`src/rtl/dds_ddc_center_round_accum.sv`:
```
// Rounds/saturates signed products to 18 bits, then sums non-overlapping windows of N samples.
// Latency 2 enabled cycles; ce=0 freezes everything, no backpressure.
module dds_ddc_center_round_accum #(
  parameter int DIN_WIDTH = 34,
  parameter int SHIFT     = 16,
  parameter int LOG2_N    = 3
) (
  input  logic                                clk,
  input  logic                                reset,
  input  logic                                ce,
  input  logic                                din_valid,
  input  logic [DIN_WIDTH-1:0]                din,
  input  logic                                sync,
  input  logic                                clr_sat,
  output logic                                dout_valid,
  output logic [DIN_WIDTH-SHIFT+LOG2_N-1:0]   dout,
  output logic                                sat_flag
);

  localparam int RW = DIN_WIDTH - SHIFT;
  localparam int DW = RW + LOG2_N;

  logic signed [DIN_WIDTH:0] w_half;
  logic signed [DIN_WIDTH:0] w_rnd_full;
  logic        [RW:0]        w_rnd;
  logic                      w_ovf;
  logic        [RW-1:0]      w_rnd_sat;

  logic [RW-1:0]     r_s1;
  logic              r_s1_v;
  logic              r_s1_sat;
  logic              r_s1_sync;
  logic [LOG2_N-1:0] r_cnt;
  logic [DW-1:0]     r_acc;
  logic [DW-1:0]     r_dout;
  logic              r_dout_valid;
  logic              r_sat_flag;

  logic [DW-1:0]     w_s1_ext;
  logic [LOG2_N-1:0] w_cnt_eff;
  logic              w_first;
  logic              w_last;
  logic [DW-1:0]     w_sum;

  assign w_half     = {{(DIN_WIDTH-SHIFT+1){1'b0}}, 1'b1, {(SHIFT-1){1'b0}}};
  assign w_rnd_full = $signed({din[DIN_WIDTH-1], din}) + w_half;
  // Taking the top bits is the arithmetic shift; one guard bit exposes overflow.
  assign w_rnd      = w_rnd_full[DIN_WIDTH:SHIFT];
  assign w_ovf      = w_rnd[RW] ^ w_rnd[RW-1];
  assign w_rnd_sat  = w_ovf ? {w_rnd[RW], {(RW-1){~w_rnd[RW]}}} : w_rnd[RW-1:0];

  always_ff @(posedge clk) begin
    if (reset) begin
      r_s1      <= '0;
      r_s1_v    <= 1'b0;
      r_s1_sat  <= 1'b0;
      r_s1_sync <= 1'b0;
    end else if (ce) begin
      r_s1      <= w_rnd_sat;
      r_s1_v    <= din_valid;
      r_s1_sat  <= din_valid & w_ovf;
      r_s1_sync <= sync;
    end
  end

  // A pipelined sync makes this cycle look like the start of a fresh window.
  assign w_s1_ext  = {{LOG2_N{r_s1[RW-1]}}, r_s1};
  assign w_cnt_eff = r_s1_sync ? '0 : r_cnt;
  assign w_first   = (w_cnt_eff == '0);
  assign w_last    = &w_cnt_eff;
  assign w_sum     = w_first ? w_s1_ext : (r_acc + w_s1_ext);

  always_ff @(posedge clk) begin
    if (reset) begin
      r_cnt        <= '0;
      r_acc        <= '0;
      r_dout       <= '0;
      r_dout_valid <= 1'b0;
      r_sat_flag   <= 1'b0;
    end else if (ce) begin
      r_dout_valid <= 1'b0;
      if (r_s1_v) begin
        r_acc <= w_sum;
        if (w_last) begin
          r_cnt        <= '0;
          r_dout       <= w_sum;
          r_dout_valid <= 1'b1;
        end else begin
          r_cnt <= w_cnt_eff + 1'b1;
        end
      end else begin
        r_cnt <= w_cnt_eff;
      end
      if (r_s1_v && r_s1_sat) begin
        r_sat_flag <= 1'b1;
      end else if (clr_sat) begin
        r_sat_flag <= 1'b0;
      end
    end
  end

  assign dout_valid = r_dout_valid;
  assign dout       = r_dout;
  assign sat_flag   = r_sat_flag;

endmodule

```
`config.mk`:
```
export PLATFORM = sky130hd
export DESIGN_NAME = dds_ddc_center_round_accum
export DESIGN_NICKNAME = d
export VERILOG_FILES = /design/src/rtl/dds_ddc_center_round_accum.sv
export SDC_FILE = /design/constraint.sdc
export NUM_CORES = 1
export LEC_CHECK = 0
export CORE_MARGIN = 2
export CORE_UTILIZATION = 50
export DETAILED_ROUTE_END_ITERATION = 10
export PLACE_DENSITY = 0.83
export SYNTH_ARGS = -nofsm -noshare
export SYNTH_HDL_FRONTEND = slang
export SYNTH_SLANG_ARGS = --single-unit
```
`constraint.sdc`:
```
create_clock -name clk -period 2.6 [get_ports clk]
set_input_delay 0.52 -clock clk [delete_from_list [all_inputs] [get_ports clk]]
set_output_delay 0.52 -clock clk [all_outputs]
set_load 0.01 [all_outputs]
```
=== Word-level counts from Yosys, hierarchy flattened ===
Cells that the tools add are included.
W data, S select, Z words.

* Bitwise operators: 3
* Add/subtract/negate cells: 3
* Reduce and logical (&&, ||, !) cells: 7
* Mux-type cells: 9

{| class="wikitable"
|+ Operators by type and width
! kind !! count
|-
| $add A34 B17 Y35 const B || 1
|-
| $add A21 B21 Y21 || 1
|-
| $mux W21 || 1
|-
| $mux W18 || 1
|-
| $mux W3 || 3
|-
| $reduce_and A5 Y1 || 1
|-
| $mux W1 || 4
|-
| $reduce_and A2 Y1 || 2
|-
| $add A3 B1 Y3 const B || 1
|-
| $logic_not A3 Y1 || 1
|-
| $reduce_and A3 Y1 || 1
|-
| $reduce_bool A2 Y1 || 1
|-
| $and A1 B1 Y1 || 1
|-
| $logic_and A1 B1 Y1 || 1
|-
| $not A1 Y1 || 1
|-
| $xor A1 B1 Y1 || 1
|}

* Logic and storage cells: 31
* Output and inout port bits: 23
* Register bits after elaboration: 68
* Bits of input ports: 40

=== Depth between registers and ports, before layout ===
* Depth after elaboration: 4
* Depth in mapped cells: 9
* Mapped depth without buffers: 9

=== Worst setup path after synthesis ===
Ideal clock, no wire load.

* Kind: reg-to-reg
* From: register r_s1[0]
* To: register r_acc[20]
* Buffers on the path: 0
* Library setup time: 77 ps
* Cell stages (with the launch flop): 10
* Arrival time: 2315 ps
* Clock period less this slack: 2392 ps
* Slack: 208 ps
* Data required time: 2523 ps
* Cells stage by stage: dfxtp_1 ha_1 fa_1 a21o_1 nand4_1 a21oi_1 o41ai_2 o311ai_4 mux2_4 a41oi_2

* Longest elaborated chain between the ends: 2

{| class="wikitable"
|+ Ends and longest elaborated chain
! element !! line !! source
|-
| from (decl) || 29 || <nowiki>logic [RW-1:0] r_s1;</nowiki>
|-
| from (signal assigned) || 59 || <nowiki>r_s1 <= w_rnd_sat;</nowiki>
|-
| $add A21 B21 Y21 || 71 || <nowiki>assign w_sum = w_first ? w_s1_ext : (r_acc + w_s1_ext);</nowiki>
|-
| $mux W21 || 71 ||
|-
| to (signal assigned) || 83 || <nowiki>r_acc <= w_sum;</nowiki>
|-
| to (decl) || 34 || <nowiki>logic [DW-1:0] r_acc;</nowiki>
|}

No other way between the ends.
A chain may end at the register's enable or synchronous reset.

=== Worst setup path after layout ===
* From: register r_s1[1]
* To: register r_dout[13] (netlist: dout[13])

* Longest elaborated chain between the ends: 2

{| class="wikitable"
|+ Ends and longest elaborated chain
! element !! line !! source
|-
| $add A21 B21 Y21 || 71 ||
|-
| $mux W21 || 71 ||
|-
| to (signal assigned) || 86 || <nowiki>r_dout <= w_sum;</nowiki>
|-
| to (decl) || 35 || <nowiki>logic [DW-1:0] r_dout;</nowiki>
|}

No other way between the ends.

==> results.yml <==
outcome:
  outcome: "complete, no violations"
route:
  antenna_left: 0
  wl_per_cell_um: 14.41
  post-route-drc-count: 0
  totalWireLength_um: 9886
  drt-pass1-iter-count: 7
  vias_per_cell: 5.816
  via_count: 3990
  drt_iter0_drc: 317
clock_network:
  cts-htree-levels: 3
  clk_latency_ps: 340
  cts_buffer_depth: 2
  cts_setup_buffers: 0
  cts_made_buffers: 9
  root_buffer: "clkbuf_8"
  cts_tree: "built"
  cts_sinks: 68
  path_clk_slew_ps: 70
power:
  pwr-share-seq: 0.448
  switching_share: 0.2495
  p_leak_nw: 1.958
  netSwitchingPower_w: 0.0006176
  power.density_mw_per_mm2: 496.1
  combinationalPowerShare: 0.140
  p_int_w: 0.001858
  power.share.clock: 0.412
  irDropWorstVdd_mv: 0.2722
synthesis:
  syn_area_mm2: 0.004183
  synth_top_family_by_area: "compound AO/OA/AOI/OAI gates"
  synthXorXnorAreaFrac: 0.06072
  synth_edf_count: 0
  synthMuxAreaShare: 0.01436
  synth-compound-area-share: 0.2396
  netlist_instances: 533
  async_flop_share: 0
  ys_types: 59
  synth_adder_area_share: 0.07658
  yosys.area_share.simple: 0.2321
  seq_area_frac_synth: 0.3255
  ys_seq_elements: 68
  synth_warnings: 0
  postSynthNetCount: 598
  ys.flop_type: "dfxtp_1"
  syn_area_per_cell_um2: 7.848
floorplan:
  fp.dieW_um: 95.47
  die_h_um: 95.47
  start_util: 0.5116
  ios: 63
  die-area_mm2: 0.009114
  num_rows: 33
  coreArea_mm2: 0.008175
finish:
  drive_above_1_share: 0.08606
  fillers: 726
  antenna_cells: 0
  finalNetCount: 641
  syn_to_final_growth_pct: 19.29
  final_common_cell: "nor2_1"
  layout_common_cells: "nor2_1 (70), dfxtp_1 (67), a21oi_1 (62)"
sta:
  timing.hold.ws_ps: 456.4
  rsz0062_at_grt: "false"
  drv_slew: 0
  fin_crit_sh: 0.9523
  slew_headroom: 0.5545
  fin_crit_ps: 2476
  fin_tns_setup_ps: 0
  finClkSkew_ps: 9.154
  hold_viol: 0
  finalSetupViolCount: 0
  worstMarginPinSlew_ps: 668.3
  maxClockFrequency_ghz: 0.4039
setup_path:
  path_max_fanout: 5
  slowest_delay_ps: 470
  startpoint_type: "flop"
  worstPathArrival_ps: 2750
  critPathKind: "flop to flop"
  crit_chain: "ha_1, a211oi_1, o21bai_1, o21ai_2, a21oi_1, o21ai_0, or3b_2, o22ai_1"
  slowest_stage: "or3b_2"
  cp-end-kind: "flop"
  cp.required_ps: 2880
global_route:
  first_global_vias: 3549
  gr-usage-all-layers: 0.2258
  grt_pass1_wl_um: 16350
  grt_max_degree: 39
  antenna_found_initial: 0
  gr-total-overflow: 0
placed_design:
  dp_hpwl_um: 7163
  io_buffers: 47
  routabilityCongestion: 0.9018
flow_run:
  drv_cap: 0
worst_hold_path:
  hold_class: "flop to flop"
==> per-layer routing <==
metal	wire, um	GRT usage
met1	4587	0.3009
met2	4635	0.3656
met3	537	0.04348
met4	125	0.07738
met5	0	0
==> registers in the layout (all words and copies together), names as in the netlist <==
register,flops
r_s1_sat,1
dout_valid,1
sat_flag,1
r_s1_v,1
r_acc,21
r_cnt,3
r_s1,18
dout,21
r_s1_sync,1
==> power by group through the flow <==
stage / logic (W) / registers [W] / clock network [W]
finish: 0.000347 / 0.00111 / 0.00102
global route: 0.000383 / 0.00111 / 0.00109
CTS: 0.000339 / 0.00111 / 0.00103
detailed placement: 0.000336 / 0.00113 / 0
floorplan: 0.000241 / 0.00112 / 0
global placement: 0.000327 / 0.00113 / 0
==> worst max-delay path, delay by kind of cell (launching register included) <==
family	cells	cell delay [ps]
compound gates	6	1260
fa+ha+maj	1	320
flops	1	350
simple gates	1	470
==> what timing repair did <==
item,4_1_cts,5_1_grt
setup endpoints to repair,0,6
resized for setup,0,5
hold buffers,0,0
==> cell type report <==
class / instances / area, um^2 / area share
clock buffers: 11 / 131.4 / 0.02633
clock inverters: 5 / 100.1 / 0.02006
inverters: 10 / 37.54 / 0.007523
multi-input cells: 424 / 2629 / 0.5268
flip-flops and latches: 68 / 1363 / 0.2731
well taps: 105 / 131.4 / 0.02633
repair buffers: 63 / 598.1 / 0.1199
==> per-stage QoR <==
step | cell area [um^2] | util | worst slack (ps) | instances | total power, W
CTS | 4967 | 0.6076 | 77.44 | 686 | 0.002478
global route | 4990 | 0.6103 | 16.92 | 686 | 0.002581
floorplan | 4183 | - | 208.2 | 533 | 0.001360
finish | 4990 | 0.6103 | 124.0 | 686 | 0.002475
global placement | 4736 | 0.5793 | 49.02 | 670 | 0.001454
detailed placement | 4736 | 0.5793 | -40.31 | 670 | 0.001465
==> cells in the mapped netlist, types with 3 or more instances <==
library cell	count	share of area
inv_1	10	0.0090
nor2_1	70	0.063
and2_1	5	0.0075
clkbuf_1	18	0.016
a211oi_1	15	0.027
buf_6	6	0.016
ha_1	24	0.072
nand2b_1	7	0.010
nor3_1	25	0.030
buf_2	3	0.0036
a31oi_1	5	0.0075
o21ai_0	28	0.034
a21oi_1	63	0.075
nor2b_1	3	0.0045
a21o_1	4	0.0072
o21a_1	3	0.0054
or3_1	5	0.0075
and3_1	6	0.0090
buf_4	3	0.0054
nand3_1	20	0.024
dfxtp_1	68	0.33
xnor2_1	18	0.038
a22oi_1	4	0.0072
xor2_1	11	0.023
o211ai_1	5	0.0090
nand4_1	8	0.012
mux2i_1	3	0.0072
o22ai_1	6	0.0090
nand2_1	49	0.044
==> worst paths after layout <==
kind                 from       end  slack (ps)  cells after the start
setup / recovery  r_s1[1]  dout[13]         120                      8
hold / removal    dout[0]   dout[0]         460                      2
setup reg to reg  r_s1[1]  dout[13]         120                      8
hold reg to reg   dout[0]   dout[0]         460                      2
==> cells by family after synthesis <==
family / after synthesis
compound gates: 156
xor+xnor: 29
fa+ha+maj: 25
buf+inv: 41
flops: 68
mux: 5
simple gates: 209
(Power assumes the default switching activity.)
